**src/rtl/dmem_arbiter.sv**
```systemverilog
// Two-requester data-memory arbiter: IDLE/SERVE handshake, one access per two cycles.
// Optional macro DMEM_ARB_RR_EN: round-robin tie-break (default: requester A wins ties).
module dmem_arbiter (
   input  logic        CLK,
   input  logic        Reset,
   input  logic        a_req,
   input  logic        a_we,
   input  logic [31:0] a_addr,
   input  logic [31:0] a_wdata,
   output logic        a_ack,
   output logic        a_err,
   output logic [31:0] a_rdata,
   input  logic        b_req,
   input  logic        b_we,
   input  logic [31:0] b_addr,
   input  logic [31:0] b_wdata,
   output logic        b_ack,
   output logic        b_err,
   output logic [31:0] b_rdata,
   output logic        mem_MemRead,
   output logic        mem_MemWrite,
   output logic [31:0] mem_DataAddr,
   output logic [31:0] mem_writeData,
   input  logic [31:0] mem_readData,
   output logic        busy
);

   localparam int unsigned ADDR_W = 32;
   localparam int unsigned NWORDS = 32;

   typedef enum logic {IDLE, SERVE} state_t;

   state_t              state;
   logic                last_grant;   // 0 = A, 1 = B; doubles as the grant of the access in SERVE
   logic                lat_we;
   logic                pick_b;
   logic                sel_we;
   logic                sel_oor;
   logic [ADDR_W-1:0]   sel_addr;
   logic [31:0]         sel_wdata;

   // Winner selection and mux of the winner's request fields
   always_comb begin
      pick_b = 1'b0;
`ifdef DMEM_ARB_RR_EN
      pick_b = b_req & (~a_req | ~last_grant);
`else
      pick_b = b_req & ~a_req;
`endif
      sel_we    = pick_b ? b_we    : a_we;
      sel_addr  = pick_b ? b_addr  : a_addr;
      sel_wdata = pick_b ? b_wdata : a_wdata;
      sel_oor   = (sel_addr >= ADDR_W'(NWORDS));
   end

   always_ff @(posedge CLK) begin
      if (Reset) begin
         state         <= IDLE;
         last_grant    <= 1'b0;
         lat_we        <= 1'b0;
         busy          <= 1'b0;
         a_ack         <= 1'b0;
         b_ack         <= 1'b0;
         a_err         <= 1'b0;
         b_err         <= 1'b0;
         mem_MemRead   <= 1'b0;
         mem_MemWrite  <= 1'b0;
         mem_DataAddr  <= '0;
         mem_writeData <= '0;
      end else begin
         case (state)
            IDLE: begin
               if (a_req | b_req) begin
                  state         <= SERVE;
                  last_grant    <= pick_b;
                  lat_we        <= sel_we;
                  busy          <= 1'b1;
                  a_ack         <= ~pick_b;
                  b_ack         <= pick_b;
                  a_err         <= ~pick_b & sel_oor;
                  b_err         <= pick_b & sel_oor;
                  mem_MemWrite  <= sel_we & ~sel_oor;
                  mem_MemRead   <= ~sel_we & ~sel_oor;
                  mem_DataAddr  <= sel_addr;
                  mem_writeData <= sel_wdata;
               end
            end
            SERVE: begin
               state         <= IDLE;
               busy          <= 1'b0;
               a_ack         <= 1'b0;
               b_ack         <= 1'b0;
               a_err         <= 1'b0;
               b_err         <= 1'b0;
               mem_MemRead   <= 1'b0;
               mem_MemWrite  <= 1'b0;
               mem_DataAddr  <= '0;
               mem_writeData <= '0;
            end
         endcase
      end
   end

   // Read data passes through only for a successful read to the granted side
   assign a_rdata = (a_ack & ~last_grant & ~lat_we & ~a_err) ? mem_readData : '0;
   assign b_rdata = (b_ack &  last_grant & ~lat_we & ~b_err) ? mem_readData : '0;

endmodule

```
**config.mk**
```make
export PLATFORM = sky130hd
export DESIGN_NAME = dmem_arbiter
export DESIGN_NICKNAME = d
export VERILOG_FILES = /design/src/rtl/dmem_arbiter.sv
export SDC_FILE = /design/constraint.sdc
export NUM_CORES = 1
export LEC_CHECK = 0
export ABC_AREA = 1
export BUFFER_PORTS_ARGS = -buffer_cell sky130_fd_sc_hd__buf_2
export CAP_MARGIN = 20
export CELL_PAD_IN_SITES_DETAIL_PLACEMENT = 0
export CELL_PAD_IN_SITES_GLOBAL_PLACEMENT = 1
export CORE_MARGIN = 5
export CORE_UTILIZATION = 26
export CTS_BUF_LIST = sky130_fd_sc_hd__clkbuf_8
export DETAILED_ROUTE_END_ITERATION = 8
export HOLD_SLACK_MARGIN = 0.1
export MAX_ROUTING_LAYER = met4
export PLACE_DENSITY_LB_ADDON = 0.1
export SYNTH_ARGS = -nofsm -noshare
export SYNTH_HDL_FRONTEND = slang
export SYNTH_SLANG_ARGS = --single-unit
```
**constraint.sdc**
```tcl
create_clock -name CLK -period 1.75 [get_ports CLK]
set_input_delay 0.35 -clock CLK [delete_from_list [all_inputs] [get_ports CLK]]
set_output_delay 0.35 -clock CLK [all_outputs]
set_load 0.05 [all_outputs]
```
==> run summary, run 1 <==
FINAL LAYOUT
-----------------------------------------------------------------------------------------
Sequential cell area                                                          0.00149 mm²
Final core occ                                                                      48.0%
Final layout net count                                                               1085
Final non-filler cell total                                                          1111
Area growth from synthesis to layout                                                80.4%
Share of final-layout standard cells stronger than drive strength 1                 47.2%
Area taken by multi-input logic gates                                         0.00235 mm²
Filler cell count                                                                    1502

FLOORPLAN
-----------------------------------------------------------------------------------------
Total die area                                                                 0.0175 mm²
Chip Height                                                                        132 µm
Effective utilization at floorplan                                                  26.6%
Die Span X                                                                         132 µm
# IOs                                                                                 301
Area of the core                                                               0.0146 mm²
Number of placement rows                                                               44

YOSYS
-----------------------------------------------------------------------------------------
Top_reg_cell synth                                                           sky130_fd_sc_hd__dfxtp_1
Share of the synthesized area in the top cell type                                  38.0%
Gate count after technology mapping                                                   615
Total standard cell area after synthesis                                      0.00390 mm²
Flop and latch count out of synthesis                                                  74
Synthesis warning total                                                                 0
Synth top cells by count                                                     161 x sky130_fd_sc_hd__nand2_1, 93 x sky130_fd_sc_hd__inv_1, 88 x sky130_fd_sc_hd__nor2_1
Unique masters post-synth                                                              29
Proportion of synthesized chip area in sequential cells                             38.0%
Count of flip-flops with a built-in enable after synthesis                              0
Top post-synthesis cells by area                                             sky130_fd_sc_hd__dfxtp_1 38%, sky130_fd_sc_hd__nand2_1 16%, sky130_fd_sc_hd__inv_1 9.0%
Synth Area per Inst                                                              6.34 µm²
Count leader, synth                                                          sky130_fd_sc_hd__nand2_1
Proportion of register bits with asynchronous set or reset after synthesis             0%
Nets in the synthesized netlist                                                       781
Largest area contributor in the netlist                                      sky130_fd_sc_hd__dfxtp_1

CRITICAL PATH
-----------------------------------------------------------------------------------------
Worst path arrival time                                                           1.52 ns
Maximum fanout count along the critical path                                           16
Required time at the worst-slack endpoint                                         1.40 ns
Crit path capture type                                                         output pin
Type of origin of the critical path                                              register
Crit Path Class                                                              register to output pin

PLACEMENT
-----------------------------------------------------------------------------------------
Number of buffer cells added on primary ports                                         300
Detail Placement HPWL                                                            13100 µm
Placed cells                                                                         1086
Weighted congestion at the end of routability-driven global placement               0.823

TIMING
-----------------------------------------------------------------------------------------
Final setup violation count                                                            46
RSZ-0062 raised after global routing                                                 true
Top achievable clock speed                                                      0.535 GHz
Measured slew at the worst slew-check pin                                        0.392 ns
Worst setup margin                                                              -0.119 ns
Share of the cycle needed by the critical path after routing                         107%
Worst clock skew                                                               0.00532 ns
Max-slew violation count                                                                0
Post-layout minimum cycle time                                                    1.87 ns
Final hold violation count                                                              0
Relative slew slack                                                                 73.8%

ROUTE
-----------------------------------------------------------------------------------------
Vias post-DR                                                                         4984
Residual DRC count                                                                      0
Starting DRT DRC Count                                                                125
First drt pass iteration count                                                          4
Post-detailed-route wirelength per cell                                           15.4 µm
Remaining antenna violation count after routing                                         0
Vias per std cell                                                                    4.49
Overall routed net length                                                        17100 µm

PWR
-----------------------------------------------------------------------------------------
Reg power frac                                                                      39.2%
Power after layout                                                                4.80 mW
Total power density per cell area                                              682 mW/mm²
Combinational Power Share                                                           33.2%
Switching component of the power                                                  1.83 mW
Clock power share                                                                   27.6%
Net switching share of the total power                                              38.1%
Reported leakage power                                                            3.65 nW
Internal power summed over all cells                                              2.97 mW
Worst IR drop on VDD                                                             0.409 mV

CTS
-----------------------------------------------------------------------------------------
CTS clock-pin slew for the worst setup and hold paths                             0.08 ns
Hold-fix buffers at CTS                                                                 0
Number of levels in the clock H-tree                                                    3
Buffers from clock root to sink, at most                                                2
Latest clock arrival within the worst-skew pair                                   0.35 ns
Number of sinks handled by clock tree synthesis                                        74
Cell at the root of the clock tree                                           sky130_fd_sc_hd__clkbuf_8
Number of buffers inserted during clock tree synthesis                                  9
CTS tree                                                                              yes

GLOBAL ROUTING
-----------------------------------------------------------------------------------------
Number of antenna violations at the first check in global routing                       2
Total GRT Usage                                                                     18.7%
Via count of the first global-routing pass                                           5084
Largest net degree at the start of global routing                                      35
Global-route wire length before repair                                           25800 µm
Overflow left after global routing                                                      0

STATUS
-----------------------------------------------------------------------------------------
Run status                                                                   finished with violations
Violated checks                                                              negative setup slack

JOB
-----------------------------------------------------------------------------------------
Number of violations of the max-capacitance limit                                       0

MIN PATH
-----------------------------------------------------------------------------------------
Type of the tightest min-delay check                                         primary input to register

## flip-flops by register name, summed over array words and instances (netlist names)
name and count:
mem_DataAddr 32, mem_writeData 32, a_ack 1, a_err 1, b_ack 1, b_err 1, busy 1, last_grant 1
lat_we 1, mem_MemRead 1, mem_MemWrite 1, state 1
## logic make-up after synthesis
| group | Yosys count | share of synthesized area [%] |
|---|---|---|
| simple gates | 313 | 33.6 |
| buf+inv | 133 | 14.6 |
| compound gates | 94 | 13.6 |
| flops | 74 | 38.0 |
| mux | 1 | 0.257 |
## path summary, 6_finish.rpt
kind              cells past startpoint                end        start  slack (ns)
setup / recovery                      5         a_rdata[6]       lat_we       -0.12
hold / removal                        3  mem_writeData[20]  b_wdata[20]        0.27
hold reg to reg                       2               busy         busy        0.46
setup reg to reg                      8  mem_writeData[24]        state        0.50
## critical path, cell delays in order, from the launching register on
cell and delay (ns):
sky130_fd_sc_hd__dfxtp_2 0.34, sky130_fd_sc_hd__inv_1 0.13, sky130_fd_sc_hd__nand3_4 0.17, sky130_fd_sc_hd__buf_16 0.24, sky130_fd_sc_hd__nor2_4 0.12, sky130_fd_sc_hd__buf_6 0.16
## per-stage QoR
stage | instance area [µm²] | setup slack [ns] | hold WS [ns] | setup TNS, ns
floorplan | 4370 | -0.0236 | 0.450 | -0.0944
global placement | 6200 | -0.0541 | 0.437 | -0.137
detailed placement | 6200 | -0.0974 | 0.444 | -0.314
CTS | 6900 | -0.126 | 0.243 | -3.70
global route | 7030 | -0.181 | 0.252 | -7.82
finish | 7030 | -0.119 | 0.266 | -3.73
## power by group through the flow
stage               clock network [mW]  registers, mW  logic, mW
detailed placement                   0           1.92       1.52
CTS                               1.38           1.88       1.58
global route                      1.44           1.90       1.71
global placement                     0           1.91       1.51
floorplan                            0           2.31      0.607
finish                            1.33           1.88       1.59
## layer usage
metal  wire length [µm]  track usage, %  share of wire (%)  up-vias
li1                   -               -                  -     2517
met1               6680            19.8                 39     2249
met2               8940            34.3                 52      198
met3               1150            4.63                6.7       20
met4                340            5.48                2.0        0
met5                  0               -                  0        -
## final cells by class
cell class,instances,share of cell area [%]
well taps,184,3.27
inverters,96,5.16
repair buffers,330,34.1
multi-input cells,408,33.4
flip-flops and latches,74,21.2
diodes,3,0.107
clock buffers,9,1.76
clock inverters,7,0.978
## layout by cell type, fill, tap and decap left out, drive strengths merged
cell type | netlist | layout
a31oi | 11 | 11
nand3b | 6 | 6
dfxtp | 74 | 74
a21oi | 24 | 24
nand3 | 46 | 46
diode | 0 | 3
buf | 18 | 329
nand4 | 1 | 1
inv | 96 | 97
a211oi | 1 | 1
and2 | 1 | 1
a22oi | 12 | 12
clkinvlp | 0 | 2
mux2i | 1 | 1
nor2 | 93 | 93
a32o | 1 | 1
bufinv | 0 | 1
clkinv | 0 | 3
clkbuf | 19 | 10
o21ai | 45 | 45
nand2 | 166 | 166
## repair_timing
action,CTS,global route
pin swaps,1,2
cloned,3,1
setup buffers,1,1
gates resized for setup,135,26
hold endpoints to repair,0,0
endpoints found under the setup margin,64,63
Note: power is estimated with default switching activity, not from simulation.
==> inputs of run 2 (changes only) <==
Settings changed: CELL_PAD_IN_SITES_DETAIL_PLACEMENT 0 to not set, CELL_PAD_IN_SITES_GLOBAL_PLACEMENT 1 to not set, CORE_AREA set to 5 5 113 115, CORE_MARGIN 5 to not set, CORE_UTILIZATION 26 to not set, DIE_AREA set to 0 0 118 120, PLACE_DENSITY set to 0.7, PLACE_DENSITY_LB_ADDON 0.1 to not set.
==> run summary, run 2 (synthesized netlist as in run 1, its figures left out) <==
STATUS
------------------------------------------------------------------------------------
Run status                                                              finished with violations
Violated checks                                                         negative setup slack

FINAL LAYOUT
------------------------------------------------------------------------------------
Share of final-layout standard cells stronger than drive strength 1            46.7%   -0.45 points
Final layout net count                                                          1079   -0.55%
Area growth from synthesis to layout                                           76.6%
Filler cell count                                                               1090   -27%
Final Instance Area                                                      0.00688 mm²   -2.1%
Largest registers ranked by flip-flop count                             mem_DataAddr: 32 flops, mem_writeData: 32 flops
Most used cells in the layout excluding fill and tap cells              237 x sky130_fd_sc_hd__buf_2, 161 x sky130_fd_sc_hd__nand2_1, 94 x sky130_fd_sc_hd__inv_1
Count of antenna diodes in the layout                                              0   -3
Final non-filler cell total                                                     1065   -4.1%
Most common cell after layout, fill and taps aside                      sky130_fd_sc_hd__buf_2

CRITICAL PATH
------------------------------------------------------------------------------------
Crit path capture type                                                    output pin
Crit Path Class                                                         register to output pin
Type of origin of the critical path                                         register
Number of cell instances on the worst register-to-register path                    3   -5
Maximum fanout count along the critical path                                      16   unchanged
Worst path arrival time                                                      1.48 ns   -0.04 ns
Required time at the worst-slack endpoint                                    1.40 ns   about the same

PLACEMENT
------------------------------------------------------------------------------------
Weighted congestion at the end of routability-driven global placement          0.898   +9.1%
Detail Placement HPWL                                                       12000 µm   -8.8%
Placed cell areas                                                        0.00607 mm²   -2.1%
Placed cells                                                                    1045   -3.8%
Number of buffer cells added on primary ports                                    300   unchanged

TIMING
------------------------------------------------------------------------------------
Share of the cycle needed by the critical path after routing                    104%   -2.5 points
Post-Route Hold Slack                                                       0.275 ns   +0.00917 ns
Worst setup margin                                                        -0.0764 ns   +0.0430 ns
Relative slew slack                                                            49.5%   -24 points
Post-layout minimum cycle time                                               1.83 ns   -0.0430 ns
RSZ-0062 raised after global routing                                            true
Final setup violation count                                                       61   +33%
Measured slew at the worst slew-check pin                                   0.754 ns   +0.362 ns
Final hold violation count                                                         0   unchanged
Max-slew violation count                                                           0   unchanged
Worst clock skew                                                          0.00637 ns   +0.00105 ns
Top achievable clock speed                                                 0.548 GHz   +2.4%

CTS
------------------------------------------------------------------------------------
CTS clock-pin slew for the worst setup and hold paths                        0.08 ns   about the same
Cell at the root of the clock tree                                      sky130_fd_sc_hd__clkbuf_8
Latest clock arrival within the worst-skew pair                              0.34 ns   about the same
Number of sinks handled by clock tree synthesis                                   74   unchanged
Number of levels in the clock H-tree                                               3   unchanged
Post-CTS setup buffer count                                                        0   -1
CTS tree                                                                         yes
Buffers from clock root to sink, at most                                           2   unchanged
Number of buffers inserted during clock tree synthesis                             9   unchanged

JOB
------------------------------------------------------------------------------------
Number of violations of the max-capacitance limit                                  0   unchanged

ROUTE
------------------------------------------------------------------------------------
First drt pass iteration count                                                     5   +1
Vias per std cell                                                               4.70   +4.8%
Starting DRT DRC Count                                                           267   +110%
Residual DRC count                                                                 0   unchanged
Post-detailed-route wirelength per cell                                      15.2 µm   -1.3%
Overall routed net length                                                   16200 µm   -5.4%
Vias post-DR                                                                    5005   +0.42%
Remaining antenna violation count after routing                                    0   unchanged

FLOORPLAN
------------------------------------------------------------------------------------
# IOs                                                                            301   unchanged
Number of placement rows                                                          40   -9.1%
Effective utilization at floorplan                                             33.3%   +6.7 points
Die Span X                                                                    118 µm   -11%
Chip Height                                                                   120 µm   -9.4%
Area of the core                                                          0.0117 mm²   -20%
Total die area                                                            0.0142 mm²   -19%

GLOBAL ROUTING
------------------------------------------------------------------------------------
Total GRT Usage                                                                21.5%   +2.8 points
Number of antenna violations at the first check in global routing                  0   -2
Global-route wire length before repair                                      24100 µm   -6.6%
Largest net degree at the start of global routing                                 37   +5.7%
Overflow left after global routing                                                 0   unchanged
Via count of the first global-routing pass                                      4893   -3.8%

MIN PATH
------------------------------------------------------------------------------------
Type of the tightest min-delay check                                    primary input to register
Hold Path Depth                                                                    3   unchanged

PWR
------------------------------------------------------------------------------------
Power after layout                                                           4.62 mW   -3.8%
Total power density per cell area                                         670 mW/mm²   -1.7%
Reported leakage power                                                       3.60 nW   -1.4%
Worst IR drop on VDD                                                        0.443 mV   +8.2%

-- run 2: worst max-delay path: stages (launching register included) --
cell and delay [ns]:
sky130_fd_sc_hd__dfxtp_2 0.35, sky130_fd_sc_hd__buf_4 0.12, sky130_fd_sc_hd__nand3_4 0.14, sky130_fd_sc_hd__buf_16 0.24
sky130_fd_sc_hd__nor2_4 0.12, sky130_fd_sc_hd__buf_8 0.15
-- run 2: area by class of cell --
class	instances	area, µm²	area share (%)
Clock inverter	7	47.5	0.691
Tap cell	147	184	2.67
Inverter	96	363	5.27
Clock buffer	9	124	1.80
Timing Repair Buffer	324	2310	33.6
Multi-Input combinational cell	408	2370	34.4
Sequential cell	74	1490	21.6
-- run 2: worst paths after layout --
kind                            startpoint           endpoint  slack (ns)
worst max-delay path            last_grant        b_rdata[12]       -0.08
worst max register to register       state  mem_writeData[14]        0.33
worst min register to register        busy               busy        0.46
worst min-delay path            b_wdata[4]   mem_writeData[4]        0.28
-- run 2: through the flow --
step	TNS (ns)	util, %	setup WS (ns)
after floorplan	-0.0944	-	-0.0236
after global placement	0	51.8	0.0871
after detailed placement	0	51.8	0.0669
after CTS	-2.90	57.2	-0.0938
after global routing	-6.76	58.8	-0.149
final	-2.23	58.8	-0.0764
-- run 2: routing by layer --
| metal | vias up | share of wire [%] | track usage (%) |
|---|---|---|---|
| met3 | 18 | 6.9 | 4.76 |
| met2 | 231 | 54 | 39.1 |
| met5 | - | 0 | - |
| met4 | 0 | 1.4 | 6.74 |
| met1 | 2253 | 38 | 23.3 |
| li1 | 2503 | - | - |
-- run 2: where the power goes --
group,switching [mW],internal [mW]
logic,1.07,0.488
clock network,0.666,0.512
registers,0.0705,1.81
total,1.81,2.81
-- run 2: what timing repair did --
item / 4_1_cts / 5_1_grt
pin swaps: 0 / 3
cloned: 2 / 2
resized for setup: 131 / 38
endpoints found under the setup margin: 63 / 63
hold buffers: 0 / 0
==> inputs of run 3 (changes only) <==
Settings changed: PLACE_DENSITY 0.7 to not set, PLACE_DENSITY_LB_ADDON set to 0.15.
==> run summary, run 3 (synthesized netlist as in run 1, its figures left out) <==
STATUS
------------------------------------------------------------------------------------
Run status                                                              finished with violations
Violated checks                                                         negative setup slack

CTS
------------------------------------------------------------------------------------
Number of levels in the clock H-tree                                               3   unchanged
CTS clock-pin slew for the worst setup and hold paths                        0.08 ns   about the same
Buffers from clock root to sink, at most                                           2   unchanged
Latest clock arrival within the worst-skew pair                              0.34 ns   about the same
Number of sinks handled by clock tree synthesis                                   74   unchanged
Number of buffers inserted during clock tree synthesis                             9   unchanged
Cell at the root of the clock tree                                      sky130_fd_sc_hd__clkbuf_8
CTS tree                                                                         yes

FINAL LAYOUT
------------------------------------------------------------------------------------
Filler cell count                                                               1134   +4.0%
Most used cells in the layout excluding fill and tap cells              236 x sky130_fd_sc_hd__buf_2, 161 x sky130_fd_sc_hd__nand2_1, 94 x sky130_fd_sc_hd__inv_1
Final layout net count                                                          1084   +0.46%
Largest registers ranked by flip-flop count                             mem_DataAddr: 32 flops, mem_writeData: 32 flops
Final Instance Area                                                      0.00702 mm²   +2.0%
Area growth from synthesis to layout                                           80.1%
Most common cell after layout, fill and taps aside                      sky130_fd_sc_hd__buf_2
Area taken by multi-input logic gates                                    0.00237 mm²   unchanged
Share of final-layout standard cells stronger than drive strength 1            47.0%   +0.29 points
Sequential cell area                                                     0.00149 mm²   +0.17%

CRITICAL PATH
------------------------------------------------------------------------------------
CP most frequent cell                                                   sky130_fd_sc_hd__nor2_4
Number of cell instances on the worst register-to-register path                    3   unchanged
Crit path capture type                                                    output pin
R2r setup slk                                                                0.34 ns   about the same
Type of origin of the critical path                                         register
Required time at the worst-slack endpoint                                    1.40 ns   about the same
Reg2Reg Launch Point                                                           state
Launching element of the worst setup path                                      a_err
CP max stage delay                                                           0.37 ns   +0.02 ns
Slowest cell on the critical path                                       sky130_fd_sc_hd__dfxtp_4
Crit Path Class                                                         register to output pin
Maximum fanout count along the critical path                                       7   -9
Worst path arrival time                                                      1.51 ns   +0.03 ns
Ordered cell list for the critical path                                 nor2_4 > nand3_4 > clkbuf_16 > nor2_4 > buf_8

PWR
------------------------------------------------------------------------------------
Reported leakage power                                                       3.67 nW   +2.1%
Worst IR drop on VDD                                                        0.436 mV   -1.5%
Total power density per cell area                                         728 mW/mm²   +8.6%
Power after layout                                                           5.12 mW   +11%

GLOBAL ROUTING
------------------------------------------------------------------------------------
Global-route wire length before repair                                      24600 µm   +1.9%
Total GRT Usage                                                                21.8%   +0.32 points
Number of antenna violations at the first check in global routing                  2   +2
Largest net degree at the start of global routing                                 33   -11%
Via count of the first global-routing pass                                      4821   -1.5%
Overflow left after global routing                                                 0   unchanged

FLOORPLAN
------------------------------------------------------------------------------------
Chip Height                                                                   120 µm   unchanged
# IOs                                                                            301   unchanged
Area of the core                                                          0.0117 mm²   unchanged
Die Span X                                                                    118 µm   unchanged
Total die area                                                            0.0142 mm²   unchanged
Effective utilization at floorplan                                             33.3%   unchanged
Number of placement rows                                                          40   unchanged

TIMING
------------------------------------------------------------------------------------
Final hold violation count                                                         0   unchanged
RSZ-0062 raised after global routing                                            true
Relative slew slack                                                            47.9%   -1.7 points
Measured slew at the worst slew-check pin                                   0.779 ns   +0.0249 ns
Worst clock skew                                                          0.00969 ns   +0.00331 ns
Final setup violation count                                                       56   -8.2%
Max-slew violation count                                                           0   unchanged
Worst setup margin                                                         -0.110 ns   -0.0337 ns
Share of the cycle needed by the critical path after routing                    106%   +1.9 points
Post-layout minimum cycle time                                               1.86 ns   +0.0337 ns
Top achievable clock speed                                                 0.538 GHz   -1.8%

MIN PATH
------------------------------------------------------------------------------------
Startpoint of the most critical hold path                                b_wdata[15]
Hold Path Depth                                                                    3   unchanged
Type of the tightest min-delay check                                    primary input to register

PLACEMENT
------------------------------------------------------------------------------------
Detail Placement HPWL                                                       12000 µm   +0.33%
Weighted congestion at the end of routability-driven global placement          0.831   -7.5%
Number of buffer cells added on primary ports                                    300   unchanged
Placed cell areas                                                        0.00609 mm²   +0.33%

ROUTE
------------------------------------------------------------------------------------
Vias per std cell                                                               4.64   -1.3%
First drt pass iteration count                                                     5   unchanged
Starting DRT DRC Count                                                           262   -1.9%
Residual DRC count                                                                 0   unchanged
Vias post-DR                                                                    4972   -0.66%
Post-detailed-route wirelength per cell                                      15.7 µm   +3.1%
Overall routed net length                                                   16800 µm   +3.7%
Remaining antenna violation count after routing                                    0   unchanged

JOB
------------------------------------------------------------------------------------
Number of violations of the max-capacitance limit                                  0   unchanged

-- run 3: cell count changes in the layout (fill, tap and decap cells not counted), moves of 2 or more --
cell,change
sky130_fd_sc_hd__clkbuf_8,+2
sky130_fd_sc_hd__clkinvlp_4,-2
sky130_fd_sc_hd__buf_6,+6
sky130_fd_sc_hd__diode_2,+2
sky130_fd_sc_hd__buf_4,+4
sky130_fd_sc_hd__buf_8,-6
sky130_fd_sc_hd__bufinv_16,+3
-- run 3: area by class of cell --
class,instances,area share [%]
tap,147,2.62
timing repair buffer,329,33.6
sequential,74,21.2
clock buffer,11,2.16
multi-input combinational,408,33.7
clock inverter,5,1.44
antenna,2,0.0713
inverter,96,5.17
-- run 3: repair_timing --
| action | CTS | global route |
|---|---|---|
| cloned | 3 | 3 |
| hold buffers | 0 | 0 |
| endpoints found under the setup margin | 64 | 64 |
| pin swaps | 0 | 9 |
| hold endpoints to repair | 0 | 0 |
| setup buffers | 2 | 1 |
| resized for setup | 116 | 49 |
-- run 3: power by group --
group / switching (mW) / leakage (nW) / internal, mW
clock network: 0.639 / 0.127 / 1.02
registers: 0.0686 / 0.613 / 1.81
logic: 1.08 / 2.93 / 0.498
total: 1.79 / 3.67 / 3.33
-- run 3: layer usage --
metal	track usage (%)	vias to the layer above	part of all wire [%]
met5	-	-	0
met4	7.81	0	2.5
met3	5.04	33	6.6
met2	38.9	223	53
met1	23.8	2195	38
li1	-	2521	-
-- run 3: worst paths after layout --
| check | to |
|---|---|
| min reg2reg | busy |
| max reg2reg | mem_writeData[30] |
| min | mem_writeData[15] |
| max | a_rdata[20] |
-- run 3: worst max-delay path, delay by kind of cell (launching register included) --
kind | cells | cell delay (ns)
buffers and inverters | 2 | 0.39
flip-flops | 1 | 0.37
AND/OR/NAND/NOR | 3 | 0.40
-- run 3: per-stage QoR --
step	std cells	setup WS (ns)	hold WS, ns	TNS, ns	utilization [%]
global placement	1046	-0.00443	0.443	-0.00568	52.0
finish	1072	-0.110	0.266	-3.63	60.0
global route	1072	-0.175	0.259	-7.33	60.0
floorplan	615	-0.0236	0.450	-0.0944	-
detailed placement	1046	-0.0419	0.452	-0.0823	52.0
CTS	1067	-0.113	0.251	-3.32	58.0
